$ cat config.mk
export PLATFORM = sky130hd
export DESIGN_NAME = dmem_arbiter
export DESIGN_NICKNAME = d
export VERILOG_FILES = /design/src/rtl/dmem_pkg.sv /design/src/rtl/rr_arb2.sv /design/src/rtl/dmem_arbiter.sv
export SDC_FILE = /design/constraint.sdc
export NUM_CORES = 1
export LEC_CHECK = 0
export CAP_MARGIN = 10
export CORE_ASPECT_RATIO = 1.75
export CORE_UTILIZATION = 43
export CTS_CLUSTER_SIZE = 30
export DETAILED_ROUTE_END_ITERATION = 6
export PLACE_DENSITY = 0.87
export SYNTH_ARGS = -nofsm -noshare
export SYNTH_HDL_FRONTEND = slang
export SYNTH_SLANG_ARGS = --single-unit
$ cat constraint.sdc
create_clock -name clk -period 3 [get_ports clk]
set_clock_uncertainty 0.05 [all_clocks]
set_input_delay 0.45 -clock clk [delete_from_list [all_inputs] [get_ports clk]]
set_output_delay 0.45 -clock clk [all_outputs]
set_load 0.1 [all_outputs]
$ cat src/rtl/dmem_pkg.sv
// Shared encodings for the data-memory arbiter: access types, FSM states and requester IDs.
package dmem_pkg;

    localparam int unsigned NUM_REQ = 2;

    localparam logic [1:0] RWE_LD = 2'd0;
    localparam logic [1:0] RWE_SB = 2'd1;
    localparam logic [1:0] RWE_SH = 2'd2;
    localparam logic [1:0] RWE_SW = 2'd3;

    localparam logic ID_M0 = 1'b0;
    localparam logic ID_M1 = 1'b1;

    typedef enum logic [1:0] {
        ST_IDLE   = 2'd0,
        ST_ACCESS = 2'd1,
        ST_RESP   = 2'd2
    } state_e;

    function automatic logic [NUM_REQ-1:0] id_to_onehot(input logic id);
        return id ? 2'b10 : 2'b01;
    endfunction

endpackage

$ cat src/rtl/rr_arb2.sv
// Combinational two-way round-robin picker; the caller owns the last-grant register.
module rr_arb2
    import dmem_pkg::*;
(
    input  logic [1:0] valid_i,
    input  logic       last_grant_i,
    output logic [1:0] grant_o_c,
    output logic       gnt_id_o_c
);

    // On a tie the requester that did not win last time gets the slot.
    always_comb begin
        grant_o_c  = 2'b00;
        gnt_id_o_c = ID_M0;
        unique case (valid_i)
            2'b01:   gnt_id_o_c = ID_M0;
            2'b10:   gnt_id_o_c = ID_M1;
            2'b11:   gnt_id_o_c = ~last_grant_i;
            default: gnt_id_o_c = ID_M0;
        endcase
        if (valid_i != 2'b00) begin
            grant_o_c = id_to_onehot(gnt_id_o_c);
        end
    end

endmodule

$ cat src/rtl/dmem_arbiter.sv
// Two-requester sequencer for the single-port data memory: arbitrate, drive the
// memory port for one cycle, then hold the response until the requester takes it.
module dmem_arbiter
    import dmem_pkg::*;
#(
    parameter int unsigned DATA_W = 32,
    parameter int unsigned ADDR_W = 32,
    parameter int unsigned DEPTH  = 64
) (
    input  logic              clk,
    input  logic              rst,

    input  logic              m0_req_valid,
    output logic              m0_req_ready,
    input  logic [ADDR_W-1:0] m0_addr,
    input  logic [DATA_W-1:0] m0_wdata,
    input  logic [1:0]        m0_rwe,
    output logic              m0_rsp_valid,
    input  logic              m0_rsp_ready,
    output logic [DATA_W-1:0] m0_rsp_rdata,
    output logic              m0_rsp_err,

    input  logic              m1_req_valid,
    output logic              m1_req_ready,
    input  logic [ADDR_W-1:0] m1_addr,
    input  logic [DATA_W-1:0] m1_wdata,
    input  logic [1:0]        m1_rwe,
    output logic              m1_rsp_valid,
    input  logic              m1_rsp_ready,
    output logic [DATA_W-1:0] m1_rsp_rdata,
    output logic              m1_rsp_err,

    output logic [ADDR_W-1:0] mem_addr,
    output logic [DATA_W-1:0] mem_wdata,
    output logic [1:0]        mem_rwe,
    input  logic [DATA_W-1:0] mem_rdata
);

    localparam logic [ADDR_W-1:0] DEPTH_A = ADDR_W'(DEPTH);

    state_e              state_q, state_d;
    logic                last_grant_q, last_grant_d;
    logic                gnt_id_q, gnt_id_d;
    logic                err_q, err_d;
    logic [ADDR_W-1:0]   mem_addr_q, mem_addr_d;
    logic [DATA_W-1:0]   mem_wdata_q, mem_wdata_d;
    logic [1:0]          mem_rwe_q, mem_rwe_d;
    logic [NUM_REQ-1:0]  rsp_valid_q, rsp_valid_d;
    logic [NUM_REQ-1:0]  rsp_err_q, rsp_err_d;
    logic [DATA_W-1:0]   rsp_rdata_q [NUM_REQ];
    logic [DATA_W-1:0]   rsp_rdata_d [NUM_REQ];

    logic [NUM_REQ-1:0]  req_valid;
    logic [NUM_REQ-1:0]  rsp_ready;
    logic [NUM_REQ-1:0]  req_ready_c;
    logic [NUM_REQ-1:0]  arb_grant_c;
    logic                arb_id_c;
    logic [ADDR_W-1:0]   sel_addr_c;
    logic [DATA_W-1:0]   sel_wdata_c;
    logic [1:0]          sel_rwe_c;
    logic                sel_oor_c;

    assign req_valid = {m1_req_valid, m0_req_valid};
    assign rsp_ready = {m1_rsp_ready, m0_rsp_ready};

    rr_arb2 u_arb (
        .valid_i      (req_valid),
        .last_grant_i (last_grant_q),
        .grant_o_c    (arb_grant_c),
        .gnt_id_o_c   (arb_id_c)
    );

    // Request payload of whichever port the picker selected.
    assign sel_addr_c  = (arb_id_c == ID_M1) ? m1_addr  : m0_addr;
    assign sel_wdata_c = (arb_id_c == ID_M1) ? m1_wdata : m0_wdata;
    assign sel_rwe_c   = (arb_id_c == ID_M1) ? m1_rwe   : m0_rwe;
    assign sel_oor_c   = (sel_addr_c >= DEPTH_A);

    always_comb begin
        state_d      = state_q;
        last_grant_d = last_grant_q;
        gnt_id_d     = gnt_id_q;
        err_d        = err_q;
        mem_addr_d   = mem_addr_q;
        mem_wdata_d  = mem_wdata_q;
        mem_rwe_d    = mem_rwe_q;
        rsp_valid_d  = rsp_valid_q;
        rsp_err_d    = rsp_err_q;
        rsp_rdata_d  = rsp_rdata_q;
        req_ready_c  = '0;

        unique case (state_q)
            ST_IDLE: begin
                if (req_valid != '0) begin
                    req_ready_c  = arb_grant_c;
                    mem_addr_d   = sel_addr_c;
                    mem_wdata_d  = sel_wdata_c;
                    // Out-of-range accesses never reach the memory as stores.
                    mem_rwe_d    = sel_oor_c ? RWE_LD : sel_rwe_c;
                    err_d        = sel_oor_c;
                    gnt_id_d     = arb_id_c;
                    last_grant_d = arb_id_c;
                    state_d      = ST_ACCESS;
                end
            end
            ST_ACCESS: begin
                // mem_rdata is the pre-store word; the store commits on this same edge.
                mem_rwe_d              = RWE_LD;
                rsp_valid_d[gnt_id_q]  = 1'b1;
                rsp_err_d[gnt_id_q]    = err_q;
                rsp_rdata_d[gnt_id_q]  = err_q ? '0 : mem_rdata;
                state_d                = ST_RESP;
            end
            ST_RESP: begin
                if (rsp_ready[gnt_id_q]) begin
                    rsp_valid_d[gnt_id_q] = 1'b0;
                    state_d               = ST_IDLE;
                end
            end
            default: begin
                state_d = ST_IDLE;
            end
        endcase
    end

    always_ff @(posedge clk or negedge rst) begin
        if (!rst) begin
            state_q      <= ST_IDLE;
            last_grant_q <= ID_M1;
            gnt_id_q     <= ID_M0;
            err_q        <= 1'b0;
            mem_addr_q   <= '0;
            mem_wdata_q  <= '0;
            mem_rwe_q    <= RWE_LD;
            rsp_valid_q  <= '0;
            rsp_err_q    <= '0;
            rsp_rdata_q  <= '{default: '0};
        end else begin
            state_q      <= state_d;
            last_grant_q <= last_grant_d;
            gnt_id_q     <= gnt_id_d;
            err_q        <= err_d;
            mem_addr_q   <= mem_addr_d;
            mem_wdata_q  <= mem_wdata_d;
            mem_rwe_q    <= mem_rwe_d;
            rsp_valid_q  <= rsp_valid_d;
            rsp_err_q    <= rsp_err_d;
            rsp_rdata_q  <= rsp_rdata_d;
        end
    end

    assign m0_req_ready = req_ready_c[0];
    assign m1_req_ready = req_ready_c[1];
    assign m0_rsp_valid = rsp_valid_q[0];
    assign m1_rsp_valid = rsp_valid_q[1];
    assign m0_rsp_err   = rsp_err_q[0];
    assign m1_rsp_err   = rsp_err_q[1];
    assign m0_rsp_rdata = rsp_rdata_q[0];
    assign m1_rsp_rdata = rsp_rdata_q[1];
    assign mem_addr     = mem_addr_q;
    assign mem_wdata    = mem_wdata_q;
    assign mem_rwe      = mem_rwe_q;

endmodule
==> results of run 1 <==
worst max-delay path, stage by stage (launching register included):
cell and delay (ns):
dfrtp_1 0.44, nor2_1 0.43, nand2_1 0.10, a21oi_1 0.26, buf_12 0.22
cells in the final DEF, fill, tap and decap left out, types with 4 or more instances in the layout:
cell type,count
o21ai_1,22
clkdlybuf4s50_1,168
buf_4,145
nor4_2,4
nand2_1,130
mux2i_1,66
nor4_1,8
nor2_1,7
a21oi_1,4
nand3_1,4
o21ai_0,106
clkbuf_16,17
buf_12,6
dfrtp_1,138
nand2b_1,34
cell families (layout without fill, tap and decap cells):
group	Yosys count	after routing
muxes	70	70
and+or+nand+nor	195	195
buffers and inverters	44	356
AOI/OAI and AO/OA	140	140
DFF	139	139
other	0	1
metrics by stage:
stage	utilization [%]	setup WS [ns]
2_1_floorplan	-	0.425
5_1_grt	69.1	0.518
3_3_place_gp	64.9	0.667
6_report	69.1	0.638
4_1_cts	69.1	0.569
3_5_place_dp	64.9	0.571
area by class of cell:
type / instances / area (um^2)
antenna: 1 / 2.50
clock buffer: 17 / 425
clock inverter: 15 / 143
fill: 1050 / 4270
inverter: 3 / 11.3
multi-input combinational: 405 / 2370
sequential: 139 / 3480
tap: 177 / 221
timing repair buffer: 321 / 2910
per-layer routing:
layer  GRT usage, %  routed length, um  vias up
li1               -                  -     2611
met1           28.3               6580     2495
met2           45.5               9600      252
met3           5.06               1020       55
met4           13.9                818        0
met5              0                  0        -
where the power goes:
part / switching [mW] / leakage [nW] / internal (mW) / total [mW]
logic: 4.96 / 2.32 / 1.36 / 6.31
registers: 0.352 / 1.81 / 2.42 / 2.77
clock network: 0.880 / 0.274 / 1.16 / 2.04
synth_stat cells (2+ instances only):
cell / instances / share of area [%]
inv_1: 3 / 0.19
nor4_1: 8 / 0.83
buf_4: 5 / 0.62
nand2b_1: 34 / 3.5
mux2i_1: 66 / 11
nand4_1: 3 / 0.31
nand2_1: 130 / 8.0
nor2_1: 7 / 0.43
a21o_1: 2 / 0.25
a21oi_1: 4 / 0.33
nand3_1: 5 / 0.41
nor4_2: 4 / 0.83
mux2_2: 3 / 0.56
o21ai_1: 23 / 1.9
o41ai_2: 2 / 0.54
buf_2: 13 / 1.1
o21ai_0: 106 / 8.7
buf_6: 5 / 0.93
dfrtp_1: 138 / 57
clkbuf_1: 17 / 1.1
state kept, by name (all words and copies together), names as in the netlist, named ones only:
name	count
mem_addr	32
last_grant_q	1
state_q	2
mem_wdata	32
gnt_id_q	1
rsp_err_q	2
err_q	1
m1_rsp_rdata	32
mem_rwe	2
m0_rsp_rdata	32
final timing paths:
check                                      from         endpoint  slack (ns)  cells past startpoint
worst max-delay path                 state_q[0]     m0_req_ready        0.64                      4
worst min-delay path            m1_rsp_rdata[1]  m1_rsp_rdata[1]        0.43                      2
worst max register to register       state_q[1]     rsp_err_q[0]        0.97                      3
worst min register to register  m1_rsp_rdata[1]  m1_rsp_rdata[1]        0.43                      2
max in group asynchronous                   rst  m0_rsp_rdata[2]        1.63                      3
min in group asynchronous                   rst     mem_addr[19]        0.53                      2
==> impl_metrics.json, run 1 <==
{
  "numCtsBuffers": 17,
  "synth.distinct_cells": 30,
  "clock_latency_ns": 0.41,
  "syn_inst": 588,
  "drv_slew": 0,
  "synth_top_family_by_area": "simple AND/OR/NAND/NOR gates",
  "numPortBuffers": 305,
  "required_ns": 2.50,
  "drt_drc_violations_left": 0,
  "die_h_um": 159,
  "powerDensity_nw_per_um2": 1160,
  "layoutNonFillerInstCount": 1078,
  "holdWs_ns": 0.428,
  "end_kind": "primary output",
  "synth-async-reset-ratio_pct": 100,
  "grt_use_total_pct": 25.6,
  "wl_mm": 18.0,
  "placedCellCount": 1044,
  "fin_setup_tns_ns": 0,
  "synth-seq-cells": 139,
  "ctsHoldBuffers": 1,
  "fin_crit_sh_pct": 78.7,
  "top_level_ports": 306,
  "placed_cell_area_um2": 8980,
  "status": "finished, final reports clean",
  "htreeDepth": 4,
  "start_util_pct": 43.8,
  "ant_nets": 0,
  "core_um2": 13800,
  "cts_tree": "yes",
  "wl_per_cell_um": 16.7,
  "worstSetupPathType": "reg2out",
  "grt_max_degree": 66,
  "fin_nets": 1057,
  "worst_pin_slew_ns": 1.04,
  "maxCapViolations": 0,
  "cts-root-buf": "clkbuf_16",
  "synth_compound_area_share_pct": 12.2,
  "synth-adder-area-share_pct": 0,
  "grt_setup_unrepaired": "false",
  "startpoint_type": "flop",
  "grt_pass1_vias": 5572,
  "vias": 5413,
  "drive_gt1_share_pct": 22.1,
  "arrival_ns": 1.86,
  "yosys.area_share.simple_pct": 14.8,
  "netlist_area_um2": 6060,
  "post-route-min-period_ns": 2.36,
  "clockBufferDepth": 2,
  "grt_overflow": 0,
  "fp-row-count": 57,
  "hold_path_class": "reg2reg",
  "leakagePower_nw": 4.40,
  "hpwl_mm": 13.5,
  "synth.avg_cell_area_um2": 10.3,
  "synth_flop_cell": "dfrtp_1",
  "synth_seq_area_share_pct": 57.4,
  "final_area_um2": 9570,
  "via_per_inst": 5.02,
  "dieWidth_um": 91.8,
  "ys_warn_count": 0,
  "p_total_mw": 11.1,
  "synthXorXnorAreaFrac_pct": 0,
  "grt_pass1_wl_mm": 28.7,
  "synthMuxAreaShare_pct": 11.7,
  "crit_fanout": 6,
  "synthesis.nets": 758,
  "ir_drop_v": 0.00103,
  "synthToLayoutAreaGrowth_pct": 57.7,
  "drt-pass1-iter-count": 4,
  "fp.dieArea_um2": 14600,
  "clock_sinks": 139,
  "setup_viol": 0,
  "cts_resized": 0,
  "clk_pin_slew_ns": 0.06,
  "slew_headroom_pct": 30.7,
  "hold_viol": 0,
  "max_freq_ghz": 0.423,
  "antenna_found_initial": 1,
  "first_iter_violations": 224,
  "cts_setup_buffers": 0,
  "synth_edf_count": 0,
  "place_congestion": 0.930
}
(Power assumes the default switching activity.)
==> run 2: changes to the inputs <==
- CORE_UTILIZATION: 43 -> 36
- PLACE_DENSITY: 0.87 -> 0.78
- clock period: 3 -> 2.05 ns (I/O delays scaled with it)
==> run 2 against run 1 <==
Compared with the run above: via count shrank 1.4%; critical path type unchanged; die area grew 19%; setup slack lost 0.58 ns; global-route usage shrank 4.2 points; critical path depth is the same; first-iteration DRC count shrank 46%; cell area grew 1.7%; cell count grew 5.1%; utilization shrank 10 points; wire length shrank 0.92%; hold slack lost 0.069 ns.
==> impl_metrics.json, run 2 (synthesized netlist as in run 1, its figures left out) <==
{
  "status": "finished, final reports clean",
  "final_common_cell": "clkdlybuf4s50_1",
  "worstSetupPathType": "reg2out",
  "p_total_mw": 16.2,
  "p_sw_mw": 9.06,
  "drv_slew": 0,
  "grt_overflow": 0,
  "grt_setup_unrepaired": "false",
  "num_antenna_cells": 0,
  "dieWidth_um": 100,
  "fp-row-count": 62,
  "antenna_found_initial": 0,
  "first_iter_violations": 122,
  "worst_pin_slew_ns": 0.584,
  "grt_pass1_wl_mm": 28.4,
  "vias": 5339,
  "start_util_pct": 36.9,
  "leakagePower_nw": 4.45,
  "powerDensity_nw_per_um2": 1670,
  "p_seq_share_pct": 24.7,
  "hpwl_mm": 13.7,
  "p_clk_share_pct": 17.8,
  "fin_nets": 1066,
  "final_cell_mix": "clkdlybuf4s50_1 (168), buf_4 (151), dfrtp_1 (138)",
  "place_congestion": 0.889,
  "top_level_ports": 306,
  "holdWs_ns": 0.359,
  "grt_max_degree": 55,
  "drt_drc_violations_left": 0,
  "crit_fanout": 17,
  "cts_setup_buffers": 0,
  "grt_use_total_pct": 21.3,
  "grt_pass1_vias": 5499,
  "numCtsBuffers": 17,
  "clk_pin_slew_ns": 0.07,
  "fillerInstances": 1440,
  "clock_sinks": 139,
  "required_ns": 1.69,
  "drive_gt1_share_pct": 23.1,
  "ant_nets": 0,
  "p_int_mw": 7.19,
  "final_util_pct": 59.1,
  "wl_mm": 17.8,
  "post-route-min-period_ns": 1.99,
  "die_h_um": 174,
  "hold_viol": 0,
  "setup_viol": 0,
  "htreeDepth": 4,
  "ir_drop_v": 0.00112,
  "max_freq_ghz": 0.502,
  "numPortBuffers": 305,
  "wl_per_cell_um": 15.8,
  "maxCapViolations": 0,
  "cts_tree": "yes",
  "core_um2": 16400,
  "fp.dieArea_um2": 17400,
  "clockBufferDepth": 2,
  "hold_path_class": "in2async",
  "end_kind": "primary output",
  "clock_latency_ns": 0.41,
  "startpoint_type": "flop",
  "p_comb_share_pct": 57.5,
  "fin_crit_sh_pct": 97.2,
  "synthToLayoutAreaGrowth_pct": 60.4,
  "slew_headroom_pct": 60.7,
  "via_per_inst": 4.71,
  "arrival_ns": 1.64,
  "drt-pass1-iter-count": 4,
  "switching_share_pct": 55.8,
  "cts-root-buf": "clkbuf_16"
}
==> run 2: cell count changes in the layout (fill, tap and decap cells not counted), sizes merged <==
cell,delta
clkinv,-2
buf,+9
bufinv,-1
inv,+2
clkbuf,+1
diode,-1
==> run 2: path summary, 6_finish.rpt <==
| kind | start | end | slack, ns | depth (start not counted) |
|---|---|---|---|---|
| max in group asynchronous | rst | mem_wdata[27] | 0.92 | 3 |
| min in group clk | mem_rdata[9] | m1_rsp_rdata[9] | 0.43 | 3 |
| max | last_grant_q | m1_req_ready | 0.06 | 4 |
| max reg2reg | state_q[1] | m0_rsp_rdata[2] | 0.38 | 5 |
| min reg2reg | mem_wdata[11] | mem_wdata[11] | 0.43 | 2 |
| min | rst | m0_rsp_rdata[10] | 0.36 | 2 |
==> run 2: routing by layer <==
metal  track usage [%]  vias up  part of all wire [%]
li1                  -     2617                     -
met1              23.7     2469                    37
met2              38.0      214                    54
met3              4.72       39                   5.4
met4              10.3        0                   3.6
met5                 0        -                     0
==> run 2: final cells by class <==
class / instances / area [um^2] / area share, %
Clock inverter: 14 / 131 / 1.35
Timing Repair Buffer: 330 / 3020 / 31.0
Sequential cell: 139 / 3480 / 35.8
Multi-Input combinational cell: 405 / 2380 / 24.5
Tap cell: 224 / 280 / 2.88
Clock buffer: 18 / 429 / 4.41
Inverter: 3 / 11.3 / 0.116
==> run 2: timing repair <==
item | 4_1_cts | 5_1_grt
hold buffers | 1 | 0
endpoints found under the hold margin | 44 | 0
endpoints found under the setup margin | 0 | 2
resized for setup | 0 | 2
==> run 2: power by group through the flow <==
stage / clock network, mW / registers [mW] / logic, mW
after global routing: 3.07 / 4.11 / 9.76
after CTS: 2.97 / 4.02 / 9.41
after detailed placement: 0 / 4.05 / 9.41
final: 2.88 / 4.02 / 9.35
after floorplan: 0 / 9.29 / 1.73
after global placement: 0 / 4.02 / 9.35
==> run 2: stage by stage <==
step           cells  setup WS, ns  setup TNS [ns]  area [um^2]
4_1_cts         1133       0.00765               0         9720
5_1_grt         1133        0.0104               0         9730
6_report        1133        0.0571               0         9730
2_1_floorplan    588         0.102               0         6070
3_3_place_gp    1100        -0.151          -0.447         9150
3_5_place_dp    1100        -0.173          -0.472         9150
==> run 2: worst max-delay path, cell delays in order, from the launching register on <==
cell      delay, ns
dfstp_2        0.58
a21boi_4       0.07
buf_12         0.16
and2_2         0.23
buf_12         0.17
==> run 3: changes to the inputs <==
- HOLD_SLACK_MARGIN: unset -> 0.08
- RECOVER_POWER: unset -> 100
==> run 3 against run 2 <==
Compared with the run above: sequential cell count did not move; highest routed layer unchanged; non-clock buffer count did not move; combinational power fell by 6.8%; clock-buffer cell count did not move; global-route usage did not move; maximum frequency rose by 0.24%.
==> impl_metrics.json, run 3 (synthesized netlist as in run 1, its figures left out) <==
{
  "status": "finished, final reports clean",
  "ant_nets": 0,
  "top_level_ports": 306,
  "post-place-ws_ns": -0.173,
  "drt-pass1-iter-count": 4,
  "clock_sinks": 139,
  "p_int_mw": 6.59,
  "slew_headroom_pct": 17.6,
  "setup_viol": 0,
  "max_freq_ghz": 0.503,
  "hold_start": "mem_rdata[9]",
  "grt_pass1_vias": 5499,
  "post-route-min-period_ns": 1.99,
  "finalWorstSetupSlack_ns": 0.0619,
  "hold_viol": 0,
  "p_comb_share_pct": 55.8,
  "via_per_inst": 4.69,
  "final_common_cell": "clkdlybuf4s50_1",
  "multi_input_area_um2": 2340,
  "powerDensity_nw_per_um2": 1680,
  "grt_overflow": 0,
  "startpoint_type": "flop",
  "fp-row-count": 62,
  "start_util_pct": 36.9,
  "whs_endpoint": "m1_rsp_rdata[9]",
  "leakagePower_nw": 4.30,
  "p_seq_share_pct": 25.7,
  "clock_latency_ns": 0.41,
  "vias": 5315,
  "crit_fanout": 17,
  "grt_max_degree": 55,
  "drt_drc_violations_left": 0,
  "die_h_um": 174,
  "clk_pin_slew_ns": 0.07,
  "p_total_mw": 15.6,
  "r2r_slack_ns": 0.15,
  "final_cell_mix": "clkdlybuf4s50_1 (168), clkbuf_2 (140), dfrtp_1 (138)",
  "switching_share_pct": 57.7,
  "fillerInstances": 1523,
  "cts-root-buf": "clkbuf_16",
  "htreeDepth": 4,
  "worst_pin_slew_ns": 1.24,
  "num_antenna_cells": 0,
  "cts_tree": "yes",
  "arrival_ns": 1.63,
  "maxCapViolations": 0,
  "ir_drop_v": 0.00113,
  "wl_mm": 17.8,
  "final_util_pct": 56.4,
  "fp.dieArea_um2": 17400,
  "drv_slew": 0,
  "synthToLayoutAreaGrowth_pct": 53.0,
  "hold_path_class": "in2reg",
  "rr_worst_depth": 4,
  "clockBufferDepth": 2,
  "grt_use_total_pct": 21.3,
  "crit_chain": "a21boi_4, buf_12, and2_2, buf_12",
  "numCtsBuffers": 17,
  "worstReg2RegEnd": "m0_rsp_rdata[21]",
  "core_um2": 16400,
  "p_sw_mw": 9.00,
  "ff_latch_area_um2": 3480,
  "hpwl_mm": 13.7,
  "numPortBuffers": 305,
  "grt_pass1_wl_mm": 28.4,
  "antenna_found_initial": 0,
  "drive_gt1_share_pct": 22.3,
  "required_ns": 1.69,
  "place_congestion": 0.889,
  "cp_slowest_stage_delay_ns": 0.58,
  "wl_per_cell_um": 15.7,
  "dieWidth_um": 100,
  "fin_nets": 1066,
  "fin_crit_sh_pct": 97.0,
  "cts_setup_buffers": 0,
  "cpMostUsedCell": "buf_12",
  "p_clk_share_pct": 18.5,
  "slowest_stage": "dfstp_2",
  "grt_setup_unrepaired": "false",
  "worstSetupPathType": "reg2out",
  "first_iter_violations": 93,
  "whs_path_depth": 3,
  "reg2reg_from": "state_q[1]",
  "end_kind": "primary output"
}
[run 3: routing by layer]
| metal | up-vias | global-route usage [%] | routed length, um |
|---|---|---|---|
| met4 | 0 | 10.3 | 620 |
| met2 | 204 | 38.0 | 9610 |
| li1 | 2621 | - | - |
| met5 | - | 0 | 0 |
| met3 | 37 | 4.72 | 960 |
| met1 | 2453 | 23.7 | 6590 |
[run 3: how the worst max path moves through the flow]
stage                       end  cells after the start          from
2_1_floorplan      m1_req_ready                      4  last_grant_q
3_3_place_gp         mem_rwe[0]                      5   m1_addr[11]
3_5_place_dp         mem_rwe[0]                      5   m1_addr[11]
4_1_cts            m1_req_ready                      3    state_q[0]
5_1_grt        m0_rsp_rdata[21]                      4    state_q[1]
6_report           m1_req_ready                      4  last_grant_q
[run 3: final cells by class]
class | count | area share [%]
Sequential cell | 139 | 37.5
Timing Repair Buffer | 330 | 28.1
Multi-Input combinational cell | 405 | 25.3
Clock buffer | 18 | 4.63
Tap cell | 224 | 3.02
Clock inverter | 14 | 1.42
Inverter | 3 | 0.121
[run 3: repair_timing]
item | in CTS | in global routing
hold buffers | 1 | 0
resized for setup | 0 | 2
endpoints found under the hold margin | 44 | 0
endpoints found under the setup margin | 0 | 2
[run 3: per-stage QoR]
stage	hold WS (ns)	area [um^2]	std cells	TNS [ns]
CTS	0.343	9720	1133	0
floorplan	-0.0381	6070	588	0
global route	0.426	9280	1133	0
global placement	0.232	9150	1100	-0.447
detailed placement	0.231	9150	1100	-0.472
finish	0.427	9280	1133	0
[run 3: critical path: cells and delay by family (launching register included)]
family                 cells  cell delay (ns)
DFF                        1             0.58
buffers and inverters      2             0.33
and+or+nand+nor            1             0.23
AOI/OAI and AO/OA          1             0.07
[run 3: power groups by stage]
stage,registers (mW),logic (mW),clock network [mW]
2_1_floorplan,9.29,1.73,0
3_3_place_gp,4.02,9.35,0
3_5_place_dp,4.05,9.41,0
4_1_cts,4.02,9.41,2.97
5_1_grt,4.09,9.11,3.07
6_report,4.00,8.71,2.88
